===== src/rtl/uart_transmitter.sv =====
// 8-bit UART transmitter: start bit, 8 data bits LSB first, optional even parity, 1 or 2 stop bits.
// Define UART_TX_PARITY_EN to insert an even-parity bit after data bit 7.
module uart_transmitter #(
   parameter int unsigned CLKS_PER_BIT = 1,
   parameter int unsigned STOP_BITS    = 1
) (
   input  logic       clk,
   input  logic       reset,
   input  logic       tx_start,
   input  logic [7:0] tx_data,
   output logic       TXD,
   output logic       tx_busy,
   output logic       tx_done
);

   localparam logic [15:0] CNT_LAST  = 16'(CLKS_PER_BIT - 1);
   localparam logic        STOP_LAST = 1'(STOP_BITS - 1);

   typedef enum logic [2:0] {
      IDLE,
      START,
      DATA,
`ifdef UART_TX_PARITY_EN
      PARITY,
`endif
      STOP
   } state_t;

   state_t      state_q, state_d;
   logic [15:0] cnt_q, cnt_d;
   logic [2:0]  idx_q, idx_d;
   logic        stop_q, stop_d;
   logic [7:0]  data_q, data_d;
   logic        txd_q, txd_d;
   logic        busy_q, busy_d;
   logic        done_q, done_d;
   logic        bit_end;

   assign bit_end = (cnt_q == CNT_LAST);

   always_comb begin
      state_d = state_q;
      cnt_d   = bit_end ? 16'd0 : cnt_q + 16'd1;
      idx_d   = idx_q;
      stop_d  = stop_q;
      data_d  = data_q;
      txd_d   = txd_q;
      busy_d  = busy_q;
      done_d  = 1'b0;
      case (state_q)
         IDLE: begin
            cnt_d  = 16'd0;
            txd_d  = 1'b1;
            busy_d = 1'b0;
            if (tx_start) begin
               data_d  = tx_data;
               txd_d   = 1'b0;
               busy_d  = 1'b1;
               idx_d   = 3'd0;
               stop_d  = 1'b0;
               state_d = START;
            end
         end
         START: begin
            if (bit_end) begin
               txd_d   = data_q[0];
               idx_d   = 3'd0;
               state_d = DATA;
            end
         end
         DATA: begin
            if (bit_end) begin
               if (idx_q == 3'd7) begin
`ifdef UART_TX_PARITY_EN
                  txd_d   = ^data_q;
                  state_d = PARITY;
`else
                  txd_d   = 1'b1;
                  stop_d  = 1'b0;
                  state_d = STOP;
`endif
               end else begin
                  idx_d = idx_q + 3'd1;
                  txd_d = data_q[idx_q + 3'd1];
               end
            end
         end
`ifdef UART_TX_PARITY_EN
         PARITY: begin
            if (bit_end) begin
               txd_d   = 1'b1;
               stop_d  = 1'b0;
               state_d = STOP;
            end
         end
`endif
         STOP: begin
            if (bit_end) begin
               // Landing in IDLE with busy low lets a waiting tx_start go straight out next edge.
               if (stop_q == STOP_LAST) begin
                  txd_d   = 1'b1;
                  busy_d  = 1'b0;
                  done_d  = 1'b1;
                  state_d = IDLE;
               end else begin
                  stop_d = 1'b1;
               end
            end
         end
         default: begin
            txd_d   = 1'b1;
            busy_d  = 1'b0;
            state_d = IDLE;
         end
      endcase
   end

   always_ff @(posedge clk) begin
      if (!reset) begin
         state_q <= IDLE;
         cnt_q   <= 16'd0;
         idx_q   <= 3'd0;
         stop_q  <= 1'b0;
         data_q  <= 8'd0;
         txd_q   <= 1'b1;
         busy_q  <= 1'b0;
         done_q  <= 1'b0;
      end else begin
         state_q <= state_d;
         cnt_q   <= cnt_d;
         idx_q   <= idx_d;
         stop_q  <= stop_d;
         data_q  <= data_d;
         txd_q   <= txd_d;
         busy_q  <= busy_d;
         done_q  <= done_d;
      end
   end

   assign TXD     = txd_q;
   assign tx_busy = busy_q;
   assign tx_done = done_q;

endmodule


===== config.mk =====
export PLATFORM = sky130hd
export DESIGN_NAME = uart_transmitter
export DESIGN_NICKNAME = d
export VERILOG_FILES = /design/src/rtl/uart_transmitter.sv
export SDC_FILE = /design/constraint.sdc
export NUM_CORES = 1
export LEC_CHECK = 0
export ABC_AREA = 1
export BUFFER_PORTS_ARGS = -buffer_cell sky130_fd_sc_hd__buf_2
export CORE_MARGIN = 8
export CORE_UTILIZATION = 60
export DETAILED_ROUTE_END_ITERATION = 10
export PLACE_DENSITY = 0.8
export SETUP_SLACK_MARGIN = 0.5
export SLEW_MARGIN = 15
export SYNTH_ARGS = -nofsm -noshare
export SYNTH_HDL_FRONTEND = slang
export SYNTH_SLANG_ARGS = --single-unit

===== constraint.sdc =====
create_clock -name clk -period 3 [get_ports clk]
set_input_delay 0.6 -clock clk [delete_from_list [all_inputs] [get_ports clk]]
set_output_delay 0.6 -clock clk [all_outputs]
set_load 0.05 [all_outputs]

==> results of run 1 <==
## path summary, 6_finish.rpt
kind / startpoint / endpoint
hold reg to reg: data_q[7] / data_q[7]
hold / removal: data_q[7] / data_q[7]
setup / recovery: state_q[0] / state_q[0]
setup reg to reg: state_q[0] / state_q[0]
## worst min-delay path: cells and delay by family, from the launching register on
kind	cells	cell delay, ns
flops	1	0.31
compound gates	1	0.05
buf+inv	1	0.06
## area by class of cell
type                    instances  area share, %
clock inverters                 1           1.61
well taps                      31           2.08
multi-input cells             173           49.2
flip-flops and latches         32           34.3
repair buffers                 13           3.49
inverters                      29           5.83
clock buffers                   7           3.49
## report_power, final
group | switching, uW | internal [uW] | total, uW
Sequential | 38.2 | 481 | 520
Clock | 150 | 221 | 372
Combinational | 242 | 122 | 363
Total | 430 | 824 | 1250
## routing by layer
metal	track usage (%)	part of all wire, %	vias to the layer above
met5	0	0	-
met2	24.8	49	23
met4	6.61	1.8	0
met3	3.58	2.6	6
li1	-	-	785
met1	15.2	47	621
## cells by family (layout without fill, tap and decap cells)
| logic type | Yosys count | after routing | synth area share [%] |
|---|---|---|---|
| buffers and inverters | 32 | 50 | 7.57 |
| AND/OR/NAND/NOR | 126 | 126 | 34.3 |
| AO/OA/AOI/OAI | 33 | 33 | 10.8 |
| XOR/XNOR | 5 | 5 | 2.60 |
| adder cells (fa/ha/maj) | 9 | 9 | 6.68 |
| flip-flops | 32 | 32 | 38.0 |
## state kept, by name, indices dropped and copies added, names as in the netlist
name	count
cnt_q	16
state_q	2
tx_busy	1
TXD	1
tx_done	1
data_q	8
idx_q	3
## cells in the final DEF, fill, tap and decap left out, drive strengths merged
cell type,Yosys,routed
nand3b,2,2
xor2,3,3
buf,1,13
bufinv,0,1
inv,29,29
xnor2,2,2
or2,5,5
nand3,18,18
a21oi,20,20
o211ai,1,1
nor3b,1,1
nor2,41,41
nand4,2,2
dfxtp,32,32
nor3,2,2
o21ai,12,12
and3,1,1
ha,9,9
nand2,54,54
clkbuf,2,7
## per-stage QoR
step / cell area, sq um / total power, uW
finish: 1870 / 1250
global route: 1870 / 1340
CTS: 1870 / 1260
detailed placement: 1770 / 883
global placement: 1770 / 877
floorplan: 1690 / 810
==> impl_metrics.py, run 1 <==
metrics = {
    "run_status": {
        "outcome": "finished, final reports clean",
    },
    "drt": {
        "drc_errors": 0,
        "num_vias": 1435,
        "final_antenna_net_count": 0,
        "routedWlPerCell_um": 11.2,
        "dr.pass1.iters": 4,
        "routed_wl_mm": 3.20,
        "routed_via_density": 5.02,
        "drt_iter0_drc": 86,
    },
    "place": {
        "numPortBuffers": 13,
        "dp_slack_ns": 1.40,
        "dpl.hpwl_mm": 2.34,
        "gp_congestion": 0.867,
        "place_inst": 278,
    },
    "cts": {
        "clockBufferDepth": 2,
        "cts_made_buffers": 5,
        "root_buffer": "clkbuf_4",
        "ctsResizeCount": 0,
        "cts.htree.levels": 2,
        "clkTransAtPathRegs_ns": 0.10,
        "cts_hold_buf": 0,
        "clock_latency_ns": 0.33,
        "post_cts_buffers": 0,
        "cts_tree": "yes",
        "cts.sinks": 32,
    },
    "logic_synthesis": {
        "syn_inst": 237,
        "synth_top_area_cell": "dfxtp_1",
        "synth_top_area_share_pct": 38.0,
        "yosysMostFrequentCell": "nand2_1",
        "mappedNetlistNets": 257,
        "synth_seq_area_share_pct": 38.0,
        "ys_seq_elements": 32,
        "synthArstFlopShare_pct": 0,
        "synth_edf_count": 0,
        "avgSynthCellArea_sq_um": 7.12,
        "synth_common_cells": "nand2_1 (50), nor2_1 (34), dfxtp_1 (32), inv_1 (29)",
        "yosys-top-cells-area": "dfxtp_1 (38%), nand2_1 (11%), nor2_1 (7.6%)",
        "synthFlopType": "dfxtp_1",
        "netlist_area_sq_um": 1690,
        "yosysUniqueCellTypes": 27,
        "synth_warnings": 0,
    },
    "setup_path": {
        "cp-end-kind": "flip-flop",
        "path_cells": "inv_1 -> ha_1 -> or2_2 -> o21ai_2 -> nand3_1 -> nand2_1 -> nor2_1",
        "cp_slowest_cell": "dfxtp_1",
        "required_ns": 3.23,
        "rr_worst_depth": 7,
        "crit_cells": 7,
        "path_delay_family": "simple AND/OR/NAND/NOR gates",
        "worst-path-max-fanout": 5,
        "critical_path_class": "reg -> reg",
        "startpoint_type": "flip-flop",
        "cp_data_arrival_time_ns": 1.88,
        "cpPeakStageDelay_ns": 0.41,
        "path_buf_inv": 1,
        "r2r_slack_ns": 1.35,
    },
    "timing": {
        "worst_pin_slew_ns": 0.417,
        "setup_violations": 0,
        "skew_ns": 0.00643,
        "slew_viol_final": 0,
        "fin_ws_ns": 1.35,
        "rsz0062_at_grt": "no",
        "hold_violations": 0,
        "finalSetupTns_ns": 0,
        "post-route-period-util_pct": 54.9,
        "fmaxAchievable_mhz": 608,
        "hold_slack_ns": 0.455,
        "slew_headroom_pct": 72.1,
        "finalCriticalPeriod_ns": 1.65,
    },
    "floorplan": {
        "start_util_pct": 62.2,
        "coreArea_sq_um": 2710,
        "die_width_um": 69.0,
        "pin_count": 14,
        "dieHeight_um": 69.0,
        "rows": 19,
        "dieArea_sq_um": 4760,
    },
    "pwr": {
        "p_per_area_nw_per_um2": 672,
        "p_leak_uw": 0.000773,
        "max-vdd-ir-drop_uv": 804,
    },
    "global_routing": {
        "grt_first_pass_wirelength_mm": 5.72,
        "grt_start_max_net_pins": 17,
        "grt_usage_pct": 14.0,
        "grt_pass1_vias": 1409,
        "antenna_found_initial": 0,
        "grt-ovfl-total": 0,
    },
    "final_layout": {
        "areaGrowthSynthToFinish_pct": 10.7,
        "fillers": 234,
        "multi_input_area_sq_um": 918,
        "utilization_pct": 68.9,
        "drive_gt1_share_pct": 14.9,
        "fin_cells": 286,
        "antenna_cells": 0,
        "ff_latch_area_sq_um": 641,
        "nNetsFinal": 274,
    },
    "job": {
        "maxCapViolations": 0,
    },
    "hold_path": {
        "min_path_type": "reg -> reg",
        "whs_path_depth": 2,
    },
}
(Power assumes the default switching activity.)
==> run 2: changes to the inputs <==
--- a/config.mk
+++ b/config.mk
@@ -8,9 +8,9 @@
 export ABC_AREA = 1
 export BUFFER_PORTS_ARGS = -buffer_cell sky130_fd_sc_hd__buf_2
 export CORE_MARGIN = 8
-export CORE_UTILIZATION = 60
+export CORE_UTILIZATION = 58
 export DETAILED_ROUTE_END_ITERATION = 10
-export PLACE_DENSITY = 0.8
+export PLACE_DENSITY = 0.78
 export SETUP_SLACK_MARGIN = 0.5
 export SLEW_MARGIN = 15
 export SYNTH_ARGS = -nofsm -noshare
==> constraint.sdc (replaced) <==
create_clock -name clk -period 1.67 [get_ports clk]
set_input_delay 0.334 -clock clk [delete_from_list [all_inputs] [get_ports clk]]
set_output_delay 0.334 -clock clk [all_outputs]
set_load 0.05 [all_outputs]
==> run 2 against run 1 <==
  * Clock skew grew 0.0085 ns
  * Sequential power grew 85%
  * Clock-buffer cell count is the same
  * Setup slack lost 1.1 ns
  * Register-to-register slack lost 1.1 ns
  * Clock power grew 14%
  * Sequential share of layout area shrank 3.9 points
  * Cell count grew 3.5%
  * Largest cell class unchanged
  * Largest power group unchanged
  * Highest routed layer unchanged
==> impl_metrics.py, run 2 (synthesis results as in run 1) <==
metrics = {
    "run_status": {
        "outcome": "finished, final reports clean",
    },
    "cts": {
        "clockBufferDepth": 2,
        "cts_tree": "yes",
        "cts.sinks": 32,
        "cts_made_buffers": 5,
        "cts.htree.levels": 2,
        "clock_latency_ns": 0.33,
        "root_buffer": "clkbuf_4",
        "clkTransAtPathRegs_ns": 0.10,
        "cts_hold_buf": 0,
    },
    "global_routing": {
        "antenna_found_initial": 0,
        "grt_first_pass_wirelength_mm": 6.24,
        "grt-ovfl-total": 0,
        "grt_usage_pct": 15.1,
        "grt_pass1_vias": 1470,
        "grt_start_max_net_pins": 16,
    },
    "setup_path": {
        "cp_data_arrival_time_ns": 1.59,
        "worst-path-max-fanout": 4,
        "critical_path_class": "reg -> reg",
        "cp-end-kind": "flip-flop",
        "required_ns": 1.89,
        "r2r_slack_ns": 0.30,
        "startpoint_type": "flip-flop",
    },
    "timing": {
        "worst_pin_slew_ns": 0.248,
        "fmaxAchievable_mhz": 730,
        "slew_headroom_pct": 83.4,
        "hold_violations": 0,
        "finalCriticalPeriod_ns": 1.37,
        "finalSetupTns_ns": 0,
        "rsz0062_at_grt": "yes",
        "skew_ns": 0.0149,
        "setup_violations": 0,
        "post-route-period-util_pct": 82.1,
        "slew_viol_final": 0,
        "hold_slack_ns": 0.256,
    },
    "final_layout": {
        "drive_gt1_share_pct": 40.8,
        "antenna_cells": 0,
        "final_common_cell": "nand2_1",
        "regMostFlops": "cnt_q",
        "top_regs": "cnt_q: 16 flops, data_q: 8 flops, idx_q: 3 flops",
        "nNetsFinal": 284,
        "final_cell_mix": "nand2_1 (40), nor2_1 (26), inv_1 (21)",
        "fin_cells": 296,
        "areaGrowthSynthToFinish_pct": 31.5,
        "largest_reg_flops": 16,
    },
    "drt": {
        "routedWlPerCell_um": 13.2,
        "drc_errors": 0,
        "num_vias": 1560,
        "final_antenna_net_count": 0,
        "drt_iter0_drc": 118,
        "routed_wl_mm": 3.89,
        "dr.pass1.iters": 4,
        "routed_via_density": 5.27,
    },
    "place": {
        "numPortBuffers": 13,
        "gp_congestion": 0.886,
        "place_inst": 279,
        "dpl.hpwl_mm": 2.41,
    },
    "pwr": {
        "p_leak_uw": 0.000838,
        "p_per_area_nw_per_um2": 1060,
        "max-vdd-ir-drop_uv": 1380,
    },
    "floorplan": {
        "dieHeight_um": 69.9,
        "dieArea_sq_um": 4890,
        "coreArea_sq_um": 2760,
        "start_util_pct": 61.2,
        "pin_count": 14,
        "rows": 19,
        "die_width_um": 69.9,
    },
    "hold_path": {
        "min_path_type": "in -> reg",
    },
    "job": {
        "maxCapViolations": 0,
    },
}
-- run 2: metrics by stage --
| step | worst slack, ns | util (%) | total power, uW | area (sq um) |
|---|---|---|---|---|
| after floorplan | 0.382 | - | 1540 | 1800 |
| after global placement | 0.314 | 68.6 | 1670 | 1890 |
| after detailed placement | 0.277 | 68.6 | 1680 | 1890 |
| after CTS | 0.343 | 76.5 | 2270 | 2110 |
| after global routing | 0.242 | 80.4 | 2480 | 2220 |
| final | 0.300 | 80.4 | 2340 | 2220 |
-- run 2: final timing paths --
check                  start          to  depth (start not counted)
hold reg to reg    data_q[7]   data_q[7]                          2
hold / removal    tx_data[5]   data_q[5]                          3
setup reg to reg  state_q[1]  state_q[1]                          8
setup / recovery  state_q[1]  state_q[1]                          8
-- run 2: where the power goes --
group          internal [uW]  leakage, uW  total, uW  switching (uW)
combinational            398     0.000540        959             561
clock                    164    0.0000293        425             261
sequential               880     0.000269        961            80.9
total                   1440     0.000838       2340             902
-- run 2: repair_timing --
item	CTS	global route
gates cloned	1	0
gates resized for setup	35	32
pin swaps	14	12
buffers inserted	6	2
hold endpoints to repair	0	0
setup endpoints to repair	34	34
-- run 2: final cells by class --
class	instances	area [sq um]
clock buffers	7	45.0
fillers	199	541
well taps	31	38.8
multi-input cells	174	1170
repair buffers	22	163
flip-flops and latches	32	674
clock inverters	1	5.00
inverters	29	119
-- run 2: routing by layer --
metal	global-route usage [%]	vias up	part of all wire [%]
met1	17.2	723	45
met5	0	-	0
li1	-	809	-
met2	25.5	22	51
met3	4.24	6	2.9
met4	6.70	0	1.4
-- run 2: worst max-delay path, cell delays in order, from the launching register on --
cell,delay [ns]
dfxtp_4,0.37
inv_4,0.08
ha_4,0.16
inv_4,0.04
or2_4,0.25
nand2_1,0.07
inv_1,0.08
a21oi_1,0.17
nor2_1,0.06
